===== config.mk =====
export PLATFORM = sky130hd
export DESIGN_NAME = regfile_wb_arbiter
export DESIGN_NICKNAME = d
export VERILOG_FILES = /design/src/rtl/regfile_pkg.sv /design/src/rtl/rr_arbiter2.sv /design/src/rtl/regfile_wb_arbiter.sv
export SDC_FILE = /design/constraint.sdc
export NUM_CORES = 1
export LEC_CHECK = 0
export ABC_AREA = 1
export CORE_MARGIN = 2
export CORE_UTILIZATION = 30
export CTS_CLUSTER_DIAMETER = 200
export DETAILED_ROUTE_END_ITERATION = 7
export SLEW_MARGIN = 20
export SYNTH_ARGS = -nofsm -noshare
export SYNTH_HDL_FRONTEND = slang
export SYNTH_SLANG_ARGS = --single-unit

===== constraint.sdc =====
create_clock -name clk -period 1.4 [get_ports clk]
set_input_delay 0.21 -clock clk [delete_from_list [all_inputs] [get_ports clk]]
set_output_delay 0.21 -clock clk [all_outputs]
set_load 0.02 [all_outputs]

===== src/rtl/regfile_pkg.sv =====
// regfile_pkg: shared constants for the register-file writeback path.
//   DATA_W / ADDR_W / NUM_REGS : register file geometry (8 x 16-bit)
//   REG_ZERO                   : hardwired-zero register index
//   GNT_ALU / GNT_MEM          : grant-id encodings for the two requesters
package regfile_pkg;

  localparam int DATA_W   = 16;
  localparam int ADDR_W   = 3;
  localparam int NUM_REGS = 8;

  localparam logic [2:0] REG_ZERO = 3'd0;

  localparam logic GNT_ALU = 1'b0;
  localparam logic GNT_MEM = 1'b1;

endpackage


===== src/rtl/rr_arbiter2.sv =====
// rr_arbiter2: two-input writeback grant logic with a last-grant register.
// Ports:
//   clk, reset_n      : clock and asynchronous active-low reset
//   stall             : suppresses all grants while high
//   valid0, valid1    : request valids (0 = ALU, 1 = memory/load)
//   gnt0, gnt1        : combinational one-hot (or zero) grants
// FIXED_PRIO = 0 alternates on conflict; FIXED_PRIO = 1 always favours 0.
module rr_arbiter2
  import regfile_pkg::*;
#(
  parameter int FIXED_PRIO = 0
) (
  input  logic clk,
  input  logic reset_n,
  input  logic stall,
  input  logic valid0,
  input  logic valid1,
  output logic gnt0,
  output logic gnt1
);

  logic last_grant_r;
  logic gnt0_s;
  logic gnt1_s;

  // Grant selection from current valids, stall and previous winner.
  always_comb begin
    gnt0_s = 1'b0;
    gnt1_s = 1'b0;
    if (stall) begin
      gnt0_s = 1'b0;
      gnt1_s = 1'b0;
    end else if (valid0 && valid1) begin
      if (FIXED_PRIO != 0) begin
        gnt0_s = 1'b1;
      end else if (last_grant_r == GNT_MEM) begin
        gnt0_s = 1'b1;
      end else begin
        gnt1_s = 1'b1;
      end
    end else begin
      gnt0_s = valid0;
      gnt1_s = valid1;
    end
  end

  // Remember the winner of each transfer; reset favours requester 0 first.
  always_ff @(posedge clk or negedge reset_n) begin
    if (!reset_n) begin
      last_grant_r <= GNT_MEM;
    end else if (gnt0_s) begin
      last_grant_r <= GNT_ALU;
    end else if (gnt1_s) begin
      last_grant_r <= GNT_MEM;
    end else begin
      last_grant_r <= last_grant_r;
    end
  end

  assign gnt0 = gnt0_s;
  assign gnt1 = gnt1_s;

endmodule


===== src/rtl/regfile_wb_arbiter.sv =====
// regfile_wb_arbiter: shares the register file write port between the ALU
// (requester 0) and the load path (requester 1), registering the granted
// write into an output stage that drives regWrite/writeReg/writeData.
// Ports:
//   clk, reset_n                 : clock, asynchronous active-low reset
//   stall_i                      : blocks grants, output stage goes idle
//   req0_* / req1_*              : valid/addr/data in, ready (grant) out
//   rf_we, rf_addr, rf_data      : registered write to the register file
//   grant_id                     : which requester produced rf_*
//   conflict_cnt                 : saturating count of both-valid cycles
// Optional (macro REGFILE_WB_FWD_EN): fwd_raddr1/2 in, fwd_hit1/2 and
// fwd_data out, for decode to bypass the write in flight.
module regfile_wb_arbiter
  import regfile_pkg::*;
#(
  parameter int DATA_W     = regfile_pkg::DATA_W,
  parameter int ADDR_W     = regfile_pkg::ADDR_W,
  parameter int FIXED_PRIO = 0
) (
  input  logic              clk,
  input  logic              reset_n,
  input  logic              stall_i,
  input  logic              req0_valid,
  input  logic [ADDR_W-1:0] req0_addr,
  input  logic [DATA_W-1:0] req0_data,
  output logic              req0_ready,
  input  logic              req1_valid,
  input  logic [ADDR_W-1:0] req1_addr,
  input  logic [DATA_W-1:0] req1_data,
  output logic              req1_ready,
`ifdef REGFILE_WB_FWD_EN
  input  logic [ADDR_W-1:0] fwd_raddr1,
  input  logic [ADDR_W-1:0] fwd_raddr2,
  output logic              fwd_hit1,
  output logic              fwd_hit2,
  output logic [DATA_W-1:0] fwd_data,
`endif
  output logic              rf_we,
  output logic [ADDR_W-1:0] rf_addr,
  output logic [DATA_W-1:0] rf_data,
  output logic              grant_id,
  output logic [7:0]        conflict_cnt
);

  localparam logic [ADDR_W-1:0] ZERO_IDX = ADDR_W'(REG_ZERO);

  logic              gnt0_s;
  logic              gnt1_s;
  logic              xfer_s;
  logic              sel_s;
  logic [ADDR_W-1:0] wr_addr_s;
  logic [DATA_W-1:0] wr_data_s;
  logic              conflict_s;

  logic              rf_we_r;
  logic [ADDR_W-1:0] rf_addr_r;
  logic [DATA_W-1:0] rf_data_r;
  logic              grant_id_r;
  logic [7:0]        conflict_cnt_r;

  rr_arbiter2 #(
    .FIXED_PRIO(FIXED_PRIO)
  ) u_arb (
    .clk    (clk),
    .reset_n(reset_n),
    .stall  (stall_i),
    .valid0 (req0_valid),
    .valid1 (req1_valid),
    .gnt0   (gnt0_s),
    .gnt1   (gnt1_s)
  );

  // Mux the granted request toward the output stage.
  always_comb begin
    xfer_s     = gnt0_s | gnt1_s;
    sel_s      = GNT_ALU;
    wr_addr_s  = req0_addr;
    wr_data_s  = req0_data;
    conflict_s = req0_valid & req1_valid & ~stall_i;
    if (gnt1_s) begin
      sel_s     = GNT_MEM;
      wr_addr_s = req1_addr;
      wr_data_s = req1_data;
    end else begin
      sel_s     = GNT_ALU;
      wr_addr_s = req0_addr;
      wr_data_s = req0_data;
    end
  end

  // Output stage: capture the transfer; writes to r0 are accepted but dropped.
  always_ff @(posedge clk or negedge reset_n) begin
    if (!reset_n) begin
      rf_we_r    <= 1'b0;
      rf_addr_r  <= '0;
      rf_data_r  <= '0;
      grant_id_r <= GNT_ALU;
    end else if (xfer_s) begin
      rf_we_r    <= (wr_addr_s != ZERO_IDX);
      rf_addr_r  <= wr_addr_s;
      rf_data_r  <= wr_data_s;
      grant_id_r <= sel_s;
    end else begin
      rf_we_r    <= 1'b0;
      rf_addr_r  <= rf_addr_r;
      rf_data_r  <= rf_data_r;
      grant_id_r <= grant_id_r;
    end
  end

  // Saturating conflict counter; stalled cycles do not count.
  always_ff @(posedge clk or negedge reset_n) begin
    if (!reset_n) begin
      conflict_cnt_r <= 8'd0;
    end else if (conflict_s && (conflict_cnt_r != 8'hFF)) begin
      conflict_cnt_r <= conflict_cnt_r + 8'd1;
    end else begin
      conflict_cnt_r <= conflict_cnt_r;
    end
  end

  assign req0_ready   = gnt0_s;
  assign req1_ready   = gnt1_s;
  assign rf_we        = rf_we_r;
  assign rf_addr      = rf_addr_r;
  assign rf_data      = rf_data_r;
  assign grant_id     = grant_id_r;
  assign conflict_cnt = conflict_cnt_r;

`ifdef REGFILE_WB_FWD_EN
  // r0 never forwards: its reads are hardwired to zero in the register file.
  assign fwd_hit1 = rf_we_r && (rf_addr_r == fwd_raddr1) && (fwd_raddr1 != ZERO_IDX);
  assign fwd_hit2 = rf_we_r && (rf_addr_r == fwd_raddr2) && (fwd_raddr2 != ZERO_IDX);
  assign fwd_data = rf_data_r;
`endif

endmodule

==> results.md, run 1 <==
- Antenna-violating nets left: 0
- Leak: 1.35 nW
- Worst-path fanout max: 3
- Num rows: 26
- Clk root buf: clkbuf_8
- Final critical-path setup slack: 0.0486 ns
- H-tree levels: 2
- First-pass GRT wire length: 6700 µm
- CTS tree: built
- Worst-path clk slew: 0.06 ns
- Die area: 5820 µm²
- RSZ-0062 raised after global routing: true
- DR vias: 1549
- Sequential element share of the synthesized area: 0.480
- Synth Instances: 207
- Clk_skew: 0.00343 ns
- Critical path type: flip-flop to output pin
- Pre-CTS worst setup slack: -0.429 ns
- Deepest clock path buffer count: 2
- Crit-path slowest cell: dfstp_2
- Routability Congestion: 0.771
- Slew @ Worst Pin: 0.242 ns
- TritonCTS buffer count: 5
- Post-synthesis average cell area: 7.57 µm²
- Number of port buffers: 73
- DRT iter0 DRCs: 73
- Max-slew violations: 0
- Worst Setup SP: u_arb.last_grant_r
- Final hold slack: 0.300 ns
- Synth unique cells: 24
- Die X: 76.3 µm
- IO Count: 74
- Crit path launch type: flip-flop
- Status: finished clean
- EDFF count, synth: 0
- N_diodes: 0
- Cell taking the most area after synthesis: dfrtp_1
- Top-count cell post-synth: nand2_1
- Pwr Total: 0.00286 W
- Final HPWL DP: 2870 µm
- Pin count of the biggest net entering global routing: 31
- Synth top area share: 0.463
- CP arrival: 1.14 ns
- Die Span Y: 76.3 µm
- Fin. Hold Viols: 0
- Initial Utilization: 0.309
- Final Setup Violations: 0
- Final nets: 344
- Via-to-Cell Ratio: 4.18
- Reg2reg path depth: 7
- DRT Wirelength: 3620 µm
- Core footprint: 5070 µm²
- GR Util All Layers: 0.142
- Critical path endpoint: req1_ready
- Synth warn: 0
- Final min period: 1.35 ns
- Max Fclk: 740 MHz
- Worst Setup End Kind: output pin
- Initial DRT Pass Iterations: 4
- CP Depth: 4
- CP Data Required Time: 1.19 ns
- FF+latch count, synth: 30
- Ys async rst share: 1.00
- Syn_nets: 251
- Worst r2r dst: rf_data[13]
- Crit path buffers/inverters: 2
- Initial antenna violation count: 0
- Number of global-route vias before repair: 1471
- Largest cells by area after synthesis: dfrtp_1 (46%), nand2_1 (17%), inv_1 (7.2%), o21ai_0 (7.0%), o21ai_1 (4.2%)
- Cts hold-fix bufs: 0
- Synthesized cell area: 1570 µm²
- Maxcap violations: 0
- Family with the most delay on the worst path: flip-flops
- Worst-Skew Late Latency: 0.27 ns
- Fin crit share: 0.965
- Synthesis-to-finish area growth: 66.2%
- Hold WC Path Type: input port to async pin
- Post-route DRC: 0
- Clock sinks: 30
- Synth Flop Type: dfrtp_1
- Slew Limit Headroom: 0.837
- Setup tns final: 0 ns
- Reg2reg setup slack: 0.06 ns
- Share of cells above drive strength 1: 0.140
- CP Cell Sequence: nand2_2, inv_1, nor2_2, buf_4
- Worst stage delay on the critical path: 0.55 ns
- R2r startpoint: u_arb.last_grant_r
- Commonest cells in the netlist: nand2_1 (72), inv_1 (30), dfrtp_1 (29)
- Pwr dens: 1100 nW/µm²
- Gr ovfl total: 0
- Max VDD drop: 0.443 mV
- Wire length per cell: 9.75 µm
- Post-Route Utilization: 0.513
-- state kept, by name, indices dropped and copies added (netlist names) --
signal,cells
grant_id,1
u_arb.last_grant_r,1
rf_addr,3
rf_we,1
conflict_cnt,8
rf_data,16
-- area by class of cell --
| class | count | area [µm²] |
|---|---|---|
| fillers | 535 | 2470 |
| repair buffers | 93 | 900 |
| flip-flops and latches | 30 | 752 |
| multi-input cells | 137 | 651 |
| inverters | 33 | 124 |
| well taps | 70 | 87.6 |
| clock buffers | 7 | 86.3 |
| clock inverters | 1 | 5.00 |
-- layer usage --
layer,part of all wire,global-route usage
met1,0.44,0.170
met2,0.46,0.228
met3,0.089,0.0652
met4,0.0050,0.0436
met5,0,0
-- logic make-up (layout without fill, tap and decap cells) --
kind of cell | after synthesis | in the layout | synth area share
adder cells (fa/ha/maj) | 1 | 1 | 0.00798
AND/OR/NAND/NOR | 94 | 94 | 0.251
XOR/XNOR | 4 | 4 | 0.0224
flip-flops | 30 | 30 | 0.480
AO/OA/AOI/OAI | 38 | 38 | 0.125
buffers and inverters | 40 | 134 | 0.113
-- cell usage in the layout, fill, tap and decap left out, types with 5 or more instances in the layout --
cell type and n:
inv_1 30, o21ai_1 17, clkdlybuf4s50_1 42, nor2_1 6, nand2_1 71, dfrtp_1 29, dlygate4sd2_1 29, nand3_1 6
buf_12 5, clkbuf_8 6, buf_4 16, o21ai_0 18
-- power breakdown --
part | leakage, nW | switching [W] | total, W | internal, W
logic | 0.935 | 0.000530 | 0.00103 | 0.000496
clock network | 0.0482 | 0.000307 | 0.000703 | 0.000396
registers | 0.370 | 0.000109 | 0.00114 | 0.00103
total | 1.35 | 0.000946 | 0.00286 | 0.00192
-- timing repair --
item                       4_1_cts  5_1_grt
buffers inserted                 0        1
pin swaps                        0        2
setup endpoints to repair       31       11
resized for setup               37        9
-- worst register-to-register path: stages (launching register included) --
cell and delay (ns):
dfstp_2 0.55, nand2_2 0.06, buf_4 0.15, nand3_4 0.10
buf_12 0.16, nand2_1 0.05, o21ai_0 0.08, o21ai_1 0.08
-- worst min-delay path by stage --
stage | depth (start not counted) | slack (ns) | end | from
finish | 2 | 0.30 | conflict_cnt[5] | reset_n
global route | 2 | 0.31 | rf_data[13] | reset_n
CTS | 2 | 0.30 | conflict_cnt[5] | reset_n
detailed placement | 2 | 0.46 | grant_id | grant_id
global placement | 2 | 0.47 | rf_data[0] | rf_data[0]
floorplan | 0 | -0.09 | conflict_cnt[0] | reset_n
-- per-stage QoR --
step / area (µm²) / cells
global placement: 2540 / 362
detailed placement: 2540 / 362
finish: 2610 / 371
global route: 2610 / 371
floorplan: 1570 / 207
CTS: 2580 / 370
(Power assumes the default switching activity.)
==> run 2: changes to the inputs <==
CTS_CLUSTER_DIAMETER = unset   (was 200)
SKIP_LAST_GASP = 1   (was unset)
==> run 2 against run 1 <==
Against the previous run: fmax hardly changed; setup slack about the same; routed wire length hardly changed; non-clock buffer count unchanged; via count fell by 0.32%; highest routed layer unchanged; register-to-register slack is essentially flat; global-route usage stayed put; die area unchanged; sequential cell count stayed put; total power is essentially flat.
==> results.md, run 2 (synthesis gave the netlist of run 1 again) <==
- Post-route DRC: 0 (unchanged)
- Final critical-path setup slack: 0.0490 ns (+0.000326 ns)
- Maxcap violations: 0 (unchanged)
- Die X: 76.3 µm (unchanged)
- Switching Share: 0.330 (about the same)
- Max-slew violations: 0 (unchanged)
- Max VDD drop: 0.443 mV (about the same)
- Clock sinks: 30 (unchanged)
- DR vias: 1544 (-0.32%)
- Crit path buffers/inverters: 2 (unchanged)
- Clk pwr share: 0.246 (about the same)
- Synthesis-to-finish area growth: 66.0% (about the same)
- Initial Utilization: 0.309 (unchanged)
- Initial antenna violation count: 0 (unchanged)
- Worst-path clk slew: 0.06 ns (about the same)
- Final hold slack: 0.300 ns (+0.0000860 ns)
- Final Setup Violations: 0 (unchanged)
- Worst-Skew Late Latency: 0.27 ns (about the same)
- Family with the most delay on the worst path: flip-flops
- Gr ovfl total: 0 (unchanged)
- First-pass GRT wire length: 6700 µm (unchanged)
- Pwr dens: 1100 nW/µm² (about the same)
- Fill cell count: 534 (-0.19%)
- Status: finished clean
- Fin. Hold Viols: 0 (unchanged)
- Num rows: 26 (unchanged)
- Commonest non-fill, non-tap cells in the layout: nand2_1 (71), clkdlybuf4s50_1 (42), inv_1 (30), dfrtp_1 (29), dlygate4sd2_1 (29)
- Initial DRT Pass Iterations: 4 (unchanged)
- Die Span Y: 76.3 µm (unchanged)
- CP arrival: 1.14 ns (about the same)
- Deepest clock path buffer count: 2 (unchanged)
- Routability Congestion: 0.771 (unchanged)
- NetSw: 0.000945 W (-0.11%)
- Max Fclk: 740 MHz (about the same)
- Critical path type: flip-flop to output pin
- Antenna-violating nets left: 0 (unchanged)
- Worst Setup End Kind: output pin
- Number of global-route vias before repair: 1471 (unchanged)
- Setup tns final: 0 ns (unchanged)
- Commonest non-fill, non-tap cell in the layout: nand2_1
- Hold WC Path Type: input port to async pin
- Final HPWL DP: 2870 µm (unchanged)
- IO Count: 74 (unchanged)
- Slew Limit Headroom: 0.837 (unchanged)
- Die area: 5820 µm² (unchanged)
- Via-to-Cell Ratio: 4.16 (-0.32%)
- Logic pwr share: 0.358 (about the same)
- Pin count of the biggest net entering global routing: 31 (unchanged)
- Final min period: 1.35 ns (-0.000326 ns)
- Worst stage delay on the critical path: 0.55 ns (about the same)
- Cell Area, Placed: 2540 µm² (unchanged)
- Crit path launch type: flip-flop
- Fin crit share: 0.965 (about the same)
- Slew @ Worst Pin: 0.242 ns (unchanged)
- Pre-CTS worst setup slack: -0.429 ns (unchanged)
- Leak: 1.35 nW (about the same)
- Crit-path slowest cell: dfstp_2
- CP Cell Sequence: nand2_2, inv_1, nor2_2, buf_2
- Core footprint: 5070 µm² (unchanged)
- CTS tree: built
- Final nets: 344 (unchanged)
- Reg area: 752 µm² (unchanged)
- DRT iter0 DRCs: 76 (+4.1%)
- Clk_skew: 0.00347 ns (+0.0000411 ns)
- Number of port buffers: 73 (unchanged)
- Clk root buf: clkbuf_8
- Internal power: 0.00192 W (about the same)
- Worst-path fanout max: 3 (unchanged)
- RSZ-0062 raised after global routing: true
- GR Util All Layers: 0.142 (unchanged)
- Pwr Total: 0.00286 W (about the same)
- H-tree levels: 2 (unchanged)
- Final Cell Area: 2600 µm² (about the same)
- Largest register FFs: 16 (unchanged)
- Seq pwr share: 0.397 (about the same)
- TritonCTS buffer count: 5 (unchanged)
- Share of cells above drive strength 1: 0.140 (unchanged)
- Wire length per cell: 9.76 µm (about the same)
- DRT Wirelength: 3620 µm (about the same)
- Multi-input gate area: 651 µm² (unchanged)
- CP Data Required Time: 1.19 ns (about the same)
- N_diodes: 0 (unchanged)
run 2: cell types whose count changed in the layout (fill, tap and decap cells not counted):
cell     change
o21ai_0      +4
o21ai_1      -4
buf_2        +1
buf_4        -1
run 2: worst reg2reg max path, cell delays in order, from the launching register on:
cell     delay [ns]
dfstp_2        0.55
nand2_2        0.06
buf_4          0.15
nand3_4        0.10
buf_12         0.15
nand2_1        0.05
o21ai_0        0.08
o21ai_1        0.08
run 2: per-stage QoR:
stage          cells  utilization
6_report         371        0.513
5_1_grt          371        0.513
4_1_cts          370        0.510
3_5_place_dp     362        0.500
3_3_place_gp     362        0.500
2_1_floorplan    207            -
run 2: path summary, 6_finish.rpt:
check                      slack, ns  cells past startpoint            endpoint                from
setup / recovery                0.05                      4          req1_ready  u_arb.last_grant_r
hold / removal                  0.30                      2     conflict_cnt[5]             reset_n
setup reg to reg                0.06                      7         rf_data[13]  u_arb.last_grant_r
hold reg to reg                 0.47                      2            grant_id            grant_id
max in group asynchronous       0.87                      2  u_arb.last_grant_r             reset_n
min in group clk                0.47                      2            grant_id            grant_id
run 2: per-layer routing:
metal,part of all wire,global-route usage,up-vias
li1,-,-,823
met1,0.44,0.170,670
met2,0.46,0.228,49
met3,0.089,0.0652,2
met4,0.0050,0.0436,0
met5,0,0,-
run 2: what timing repair did:
item / CTS / global route
hold buffers: 0 / 0
endpoints found under the hold margin: 0 / 0
resized for setup: 34 / 7
pin swaps: 0 / 2
buffers inserted: 0 / 1
endpoints found under the setup margin: 31 / 11
run 2: power groups by stage:
| stage | registers [W] | clock network [W] | logic, W |
|---|---|---|---|
| 2_1_floorplan | 0.00134 | 0 | 0.000332 |
| 3_3_place_gp | 0.00116 | 0 | 0.00113 |
| 4_1_cts | 0.00114 | 0.000744 | 0.00103 |
| 6_report | 0.00114 | 0.000703 | 0.00102 |
| 3_5_place_dp | 0.00116 | 0 | 0.00114 |
| 5_1_grt | 0.00116 | 0.000787 | 0.00114 |
run 2: final cells by class:
| class | instances | share of cell area |
|---|---|---|
| Clock buffer | 7 | 0.0332 |
| Tap cell | 70 | 0.0337 |
| Inverter | 33 | 0.0476 |
| Clock inverter | 1 | 0.00192 |
| Timing Repair Buffer | 93 | 0.345 |
| Sequential cell | 30 | 0.289 |
| Multi-Input combinational cell | 137 | 0.250 |
==> run 3: changes to the inputs <==
ABC_CLOCK_PERIOD_IN_PS = 1400   (was unset)
==> results of run 3 <==
Same layout as run 2: the final DEF is identical, and so are final timing and power.
